### config.mk
export PLATFORM = sky130hd
export DESIGN_NAME = sha256_msg_mem
export DESIGN_NICKNAME = d
export VERILOG_FILES = /design/src/rtl/sha256_msg_mem.sv
export SDC_FILE = /design/constraint.sdc
export NUM_CORES = 1
export LEC_CHECK = 0
export ABC_AREA = 1
export CAP_MARGIN = 20
export CORE_MARGIN = 1.5
export CORE_UTILIZATION = 58
export CTS_BUF_LIST = sky130_fd_sc_hd__clkbuf_8 sky130_fd_sc_hd__clkbuf_16
export CTS_CLUSTER_DIAMETER = 50
export DETAILED_ROUTE_END_ITERATION = 8
export HOLD_SLACK_MARGIN = 0.05
export PLACE_DENSITY = 0.76
export SLEW_MARGIN = 10
export SYNTH_ARGS = -nofsm -noshare
export SYNTH_HDL_FRONTEND = slang
export SYNTH_SLANG_ARGS = --single-unit
### constraint.sdc
create_clock -name clk_axi -period 4.1 [get_ports clk_axi]
set_input_delay 0.82 -clock clk_axi [delete_from_list [all_inputs] [get_ports clk_axi]]
set_output_delay 0.82 -clock clk_axi [all_outputs]
set_load 0.005 [all_outputs]
### src/rtl/sha256_msg_mem.sv
// sha256_msg_mem: double-buffered message-block store feeding the sha256 read port
module sha256_msg_mem #(
  parameter int WORDS = 16,
  localparam int IDX_W = $clog2(WORDS)
) (
  input  logic        clk_axi,
  input  logic        rst,
  input  logic        wr_vld,
  output logic        wr_rdy,
  input  logic [31:0] wr_data,
  output logic        blk_rdy,
  input  logic        blk_done,
  input  logic        mem_addr_vld,
  input  logic [31:0] mem_addr,
  output logic        mem_data_vld,
  output logic [31:0] mem_data,
  output logic [31:0] blk_cnt,
  output logic        err
);
  logic [31:0] mem [2*WORDS];
  logic [1:0] full, full_n;
  logic wr_bank, rd_bank, wr_fire, wr_last, rel;
  logic [IDX_W-1:0] wr_idx, rd_idx;
  logic unused_addr;
  assign wr_rdy = !full[wr_bank];
  assign blk_rdy = full[rd_bank];
  assign wr_fire = wr_vld && wr_rdy;
  assign wr_last = wr_fire && wr_idx == IDX_W'(WORDS - 1);
  assign rel = blk_done && blk_rdy;
  assign rd_idx = mem_addr[IDX_W+1:2];
  assign unused_addr = ^{mem_addr[31:IDX_W+2], mem_addr[1:0]};
  // a completing write and a release always hit different banks
  always_comb begin
    full_n = full;
    if (wr_last) full_n[wr_bank] = 1'b1;
    if (rel) full_n[rd_bank] = 1'b0;
  end
  always_ff @(posedge clk_axi)
    if (wr_fire) mem[{wr_bank, wr_idx}] <= wr_data;
  always_ff @(posedge clk_axi) begin
    if (rst) begin
      full <= '0;
      wr_bank <= 1'b0;
      rd_bank <= 1'b0;
      wr_idx <= '0;
      mem_data_vld <= 1'b0;
      mem_data <= '0;
      blk_cnt <= '0;
      err <= 1'b0;
    end else begin
      full <= full_n;
      if (wr_fire) wr_idx <= wr_idx + 1'b1;
      if (wr_last) wr_bank <= !wr_bank;
      if (rel) begin
        rd_bank <= !rd_bank;
        blk_cnt <= blk_cnt + 32'd1;
      end
      mem_data_vld <= mem_addr_vld;
      if (mem_addr_vld) mem_data <= mem[{rd_bank, rd_idx}];
      if ((blk_done || mem_addr_vld) && !blk_rdy) err <= 1'b1;
    end
  end
endmodule

==> results of run 1 <==
through the flow:
| step | utilization [%] | hold WS (ps) | std cells | power (W) | setup WS, ps |
|---|---|---|---|---|---|
| detailed placement | 61.7 | 453 | 4886 | 0.0140 | 811 |
| global route | 66.5 | 533 | 5095 | 0.0239 | 920 |
| global placement | 61.7 | 448 | 4886 | 0.0139 | 847 |
| CTS | 66.2 | 467 | 5083 | 0.0233 | 969 |
| finish | 66.5 | 505 | 5095 | 0.0233 | 968 |
| floorplan | - | 464 | 3889 | 0.0134 | 525 |
synthesized netlist by cell type, drive strengths merged, types with 2 or more instances:
cell type and n:
o21a 4, buf 201, ha 5, nand2 1424
xor2 6, a21oi 58, edfxtp 1024, dfxtp 74
clkbuf 34, nand3 848, nand3b 2, nor3 12
nand4 9, and3 4, o21ai 46, nor2 86
inv 43
final cells by class:
cell class | instances | area, um^2 | share of cell area, %
inverters | 44 | 196 | 0.388
clock buffers | 114 | 2790 | 5.50
well taps | 1030 | 1290 | 2.54
flip-flops and latches | 1098 | 32200 | 63.6
multi-input cells | 2512 | 11200 | 22.1
clock inverters | 83 | 638 | 1.26
repair buffers | 214 | 2300 | 4.54
power by group through the flow:
stage | sequential (W) | clock (W) | combinational (W)
final | 0.0124 | 0.00950 | 0.00139
after global routing | 0.0124 | 0.0100 | 0.00152
after CTS | 0.0124 | 0.00955 | 0.00136
after detailed placement | 0.0126 | 0 | 0.00134
after global placement | 0.0126 | 0 | 0.00131
after floorplan | 0.0126 | 0 | 0.000807
worst max path at each step:
stage / start / slack, ps / cells after the start / end
detailed placement: wr_vld / 810 / 6 / mem[17][4]
global placement: wr_vld / 850 / 6 / mem[17][4]
CTS: rd_bank / 970 / 4 / blk_rdy
finish: rd_bank / 970 / 4 / blk_rdy
global route: rd_bank / 920 / 4 / blk_rdy
floorplan: wr_vld / 520 / 2 / mem[7][0]
cells by family (layout without fill, tap and decap cells):
kind of cell | Yosys count | after routing | share of synthesized area, %
adders and majority gates | 5 | 5 | 0.140
AOI/OAI and AO/OA | 110 | 110 | 1.48
xor gates and xnor gates | 7 | 7 | 0.137
DFF | 1098 | 1098 | 71.9
and+or+nand+nor | 2390 | 2390 | 22.7
buffers and inverters | 279 | 455 | 3.63
sequential cells by signal, summed over array words and instances (netlist names):
name          cells
rd_bank           1
wr_bank           1
mem_data_vld      1
mem            1024
err               1
full              2
blk_cnt          32
wr_idx            4
mem_data         32
worst max-delay path: stages (launching register included):
cell and delay, ps:
dfxtp_2 350, buf_4 550, nand2_1 100, nand2_1 140, clkdlybuf4s50_1 520
per-layer routing:
layer | global-route usage (%) | wire length [um]
met1 | 38.9 | 44000
met2 | 45.5 | 53800
met3 | 5.89 | 11400
met4 | 10.8 | 3450
met5 | 0 | 37
==> impl_metrics.env, run 1 <==
export IMPL_holdPathEnd="err"
export IMPL_synth_edf_count=1024
export IMPL_tns_ps=0
export IMPL_drv_cap=0
export IMPL_layout_min_cycle_time_ps=3130
export IMPL_cts_sinks=1098
export IMPL_async_flop_share_pct=0
export IMPL_ir_drop_v=0.000304
export IMPL_r2r_end="mem[17][29]"
export IMPL_p_sw_share_pct=22.0
export IMPL_firstDrtPassIters=6
export IMPL_ys_flop_type="edfxtp_1"
export IMPL_synth_largest_area_cell="edfxtp_1"
export IMPL_io_buffers=108
export IMPL_start_util_pct=58.8
export IMPL_ys_top_cells_by_area="edfxtp_1, nand2_1, nand3_1"
export IMPL_viasPerCell=5.89
export IMPL_dpl_cell_area_um2=47000
export IMPL_clk_pin_slew_ps=60
export IMPL_placementRows=101
export IMPL_diodes=0
export IMPL_clockBufferDepth=3
export IMPL_post_cts_buffers=0
export IMPL_r2r_slack_ps=1100
export IMPL_seqPwrFrac_pct=53.2
export IMPL_crit_fanout=35
export IMPL_min_from="err"
export IMPL_layout_cells_most_common_list="nand2_1, edfxtp_1, nand3_1, clkbuf_16, clkdlybuf4s50_1"
export IMPL_grt_pass1_wl_um=169000
export IMPL_num_vias=30000
export IMPL_power_density_nw_per_um2=459
export IMPL_startpoint_type="flip-flop"
export IMPL_grt_setup_unrepaired="no"
export IMPL_root_buffer="clkbuf_16"
export IMPL_synth_cell_types=41
export IMPL_die_width_um=281
export IMPL_status="complete, no violations"
export IMPL_syn_inst=3889
export IMPL_final_common_cell="nand2_1"
export IMPL_dieArea_um2=79000
export IMPL_slew_viol_final=0
export IMPL_post_dp_hpwl_um=60500
export IMPL_hold_class="flip-flop to flip-flop"
export IMPL_cts_buffers=107
export IMPL_finalCritPeriodShare_pct=76.4
export IMPL_syn_area_per_cell_um2=11.5
export IMPL_reg2regPathDepth=7
export IMPL_hold_path_depth=1
export IMPL_hold_buffers=0
export IMPL_comb_power_share_pct=6.0
export IMPL_yosysWarnings=0
export IMPL_routedWlPerCell_um=22.1
export IMPL_track_usage_pct=28.5
export IMPL_p_leak_nw=18.2
export IMPL_crit_arrival_ps=2310
export IMPL_ant_nets=0
export IMPL_h_tree_depth=3
export IMPL_routed_wl_um=113000
export IMPL_fin_nets=4051
export IMPL_synth_nets=3963
export IMPL_syn_area_um2=44800
export IMPL_r2r_start="wr_bank"
export IMPL_worst_clock_skew_ps=17.9
export IMPL_ys_ff_latch=1098
export IMPL_clock_latency_ps=670
export IMPL_max_freq_mhz=319
export IMPL_drive_above_1_share_pct=8.71
export IMPL_ys_seq_area_share_pct=71.9
export IMPL_drc=0
export IMPL_yosysTopAreaCellShare_pct=68.6
export IMPL_grt_max_degree=189
export IMPL_setup_viol=0
export IMPL_pwr_share_clk_pct=40.8
export IMPL_finalHoldViolCount=0
export IMPL_required_ps=3280
export IMPL_io_pins=137
export IMPL_cp_end_kind="output pin"
export IMPL_antenna_found_initial=4
export IMPL_cts_resized=0
export IMPL_worst_pin_slew_ps=1130
export IMPL_p_sw_w=0.00511
export IMPL_power_internal_w=0.0181
export IMPL_area_delta_synth_final_pct=13.0
export IMPL_fill_cells=5258
export IMPL_cts_tree="yes"
export IMPL_max_slew_margin_pct=24.2
export IMPL_final_cell_area_um2=50700
export IMPL_fp_dieH_um=281
export IMPL_gr_total_overflow=0
export IMPL_core_area_um2=76200
export IMPL_grt_pass1_vias=28600
export IMPL_critPathKind="flip-flop to output pin"
export IMPL_drtIter0Drc=3523
export IMPL_globalplace_congestion=0.890
No activity file was read; power rests on OpenSTA's default activity.
==> run 2: changes to the inputs <==
Clock period 4.1 ns to 2.9 ns, I/O delays scaled along.
==> run 2 against run 1 <==
Compared with the run above: register-to-register slack worse by 590 ps; combinational power is 45% higher; core utilization is 0.90 points higher; via count is 2.0% higher; wire length is 1.7% higher; sequential share of layout area is 0.85 points lower; first-iteration DRC count is 12% higher; die area stayed put; sequential power is 41% higher; non-clock buffer count is 53 higher.
==> impl_metrics.env, run 2 (synthesis results as in run 1) <==
export IMPL_h_tree_depth=3
export IMPL_drv_cap=0
export IMPL_fin_nets=4107
export IMPL_regMostFlops="mem"
export IMPL_worst_clock_skew_ps=27.9
export IMPL_hold_class="input pin to flip-flop"
export IMPL_grt_pass1_vias=29100
export IMPL_grt_max_degree=158
export IMPL_start_util_pct=58.8
export IMPL_routed_wl_um=115000
export IMPL_clk_pin_slew_ps=60
export IMPL_root_buffer="clkbuf_16"
export IMPL_cts_sinks=1098
export IMPL_track_usage_pct=29.2
export IMPL_clockBufferDepth=3
export IMPL_io_buffers=108
export IMPL_die_width_um=281
export IMPL_critPathBufInv=2
export IMPL_firstDrtPassIters=6
export IMPL_post_route_util_pct=67.4
export IMPL_r2r_end="mem[26][30]"
export IMPL_setup_viol=0
export IMPL_cts_buffers=110
export IMPL_clock_latency_ps=680
export IMPL_cts_tree="yes"
export IMPL_startpoint_type="flip-flop"
export IMPL_r2r_slack_ps=510
export IMPL_r2r_start="wr_bank"
export IMPL_crit_cells=3
export IMPL_finalCritPeriodShare_pct=94.5
export IMPL_dp_slack_ps=399
export IMPL_cp_end_kind="output pin"
export IMPL_cpLargestDelayFamily="buffers and inverters"
export IMPL_reg2regPathDepth=8
export IMPL_io_pins=137
export IMPL_routedWlPerCell_um=22.2
export IMPL_whs_ps=281
export IMPL_required_ps=2320
export IMPL_largest_reg_flops=1024
export IMPL_cpMaxStageDelayCell="clkdlybuf4s50_1"
export IMPL_crit_path_end="wr_rdy"
export IMPL_area_delta_synth_final_pct=14.5
export IMPL_crit_arrival_ps=2160
export IMPL_layout_cells_most_common_list="nand2_1, edfxtp_1, nand3_1, clkbuf_16, buf_4"
export IMPL_cts_resized=0
export IMPL_worstPathCellList="inv_1 -> o21ai_2 -> clkdlybuf4s50_1"
export IMPL_slowest_delay_ps=560
export IMPL_max_slew_margin_pct=37.0
export IMPL_p_leak_nw=18.5
export IMPL_grt_pass1_wl_um=172000
export IMPL_hold_buffers=0
export IMPL_post_dp_hpwl_um=64600
export IMPL_critPathLaunch="wr_bank"
export IMPL_dieArea_um2=79000
export IMPL_ant_nets=0
export IMPL_status="complete, no violations"
export IMPL_slew_viol_final=0
export IMPL_core_area_um2=76200
export IMPL_gr_total_overflow=0
export IMPL_setup_ws_ps=160
export IMPL_finalHoldViolCount=0
export IMPL_drc=0
export IMPL_num_vias=30600
export IMPL_final_common_cell="nand2_1"
export IMPL_drtIter0Drc=3945
export IMPL_viasPerCell=5.94
export IMPL_max_freq_mhz=365
export IMPL_placementRows=101
export IMPL_fp_dieH_um=281
export IMPL_critPathKind="flip-flop to output pin"
export IMPL_worst_pin_slew_ps=942
export IMPL_crit_fanout=7
export IMPL_min_from="mem_addr_vld"
export IMPL_post_cts_buffers=0
export IMPL_drive_above_1_share_pct=9.84
export IMPL_reg_top3="mem (1024), blk_cnt (32), mem_data (32)"
export IMPL_layout_min_cycle_time_ps=2740
export IMPL_ir_drop_v=0.000572
export IMPL_globalplace_congestion=0.879
export IMPL_final_cell_area_um2=51300
export IMPL_dpl_cell_area_um2=47800
export IMPL_antenna_found_initial=3
export IMPL_grt_setup_unrepaired="no"
export IMPL_power_density_nw_per_um2=648
-- run 2: changes by cell type in the layout (fill, tap and decap cells not counted), sizes merged, moves of 4 or more --
cell | previous run | this run
buf | 115 | 164
clkbuf | 114 | 118
clkdlybuf4s50 | 99 | 103
clkinv | 38 | 45
-- run 2: through the flow --
step / instances / setup TNS, ps / power [W]
after floorplan: 3889 / -34410 / 0.0190
after global placement: 4951 / 0 / 0.0197
after detailed placement: 4951 / 0 / 0.0198
after CTS: 5156 / 0 / 0.0333
after global routing: 5156 / 0 / 0.0341
final: 5157 / 0 / 0.0333
-- run 2: worst min-delay path by stage --
stage,to,slack [ps],cells past startpoint
floorplan,err,460,1
global placement,err,450,1
detailed placement,err,460,1
CTS,mem_data[13],270,2
global route,mem_data[13],290,2
finish,mem_data[13],280,2
-- run 2: layout make-up --
cell class	count	area [um^2]
Timing Repair Buffer	267	2870
Clock inverter	87	633
Fill cell	5147	24900
Tap cell	1030	1290
Clock buffer	118	2910
Antenna cell	1	2.50
Multi-Input combinational cell	2512	11200
Inverter	44	196
Sequential cell	1098	32200
-- run 2: power breakdown --
group | switching (W) | internal [W] | leakage [nW] | total, W
combinational | 0.00140 | 0.000621 | 6.88 | 0.00202
clock | 0.00593 | 0.00785 | 1.82 | 0.0138
sequential | 0.0000467 | 0.0174 | 9.83 | 0.0175
total | 0.00737 | 0.0259 | 18.5 | 0.0333
-- run 2: per-layer routing --
layer / wire (um) / GRT usage, % / vias to the layer above
met1: 43900 / 40.4 / 14700
li1: - / - / 13900
met4: 4250 / 12.4 / 4
met5: 22 / 0 / -
met2: 54500 / 46.1 / 1783
met3: 12000 / 5.03 / 279
-- run 2: worst register-to-register path, cell delays in order, from the launching register on --
cell     delay (ps)
dfxtp_1         510
inv_1           230
o21ai_2         190
nand2_2         160
inv_2           170
nand2_1          80
buf_4           180
nor2_4          120
buf_4           370
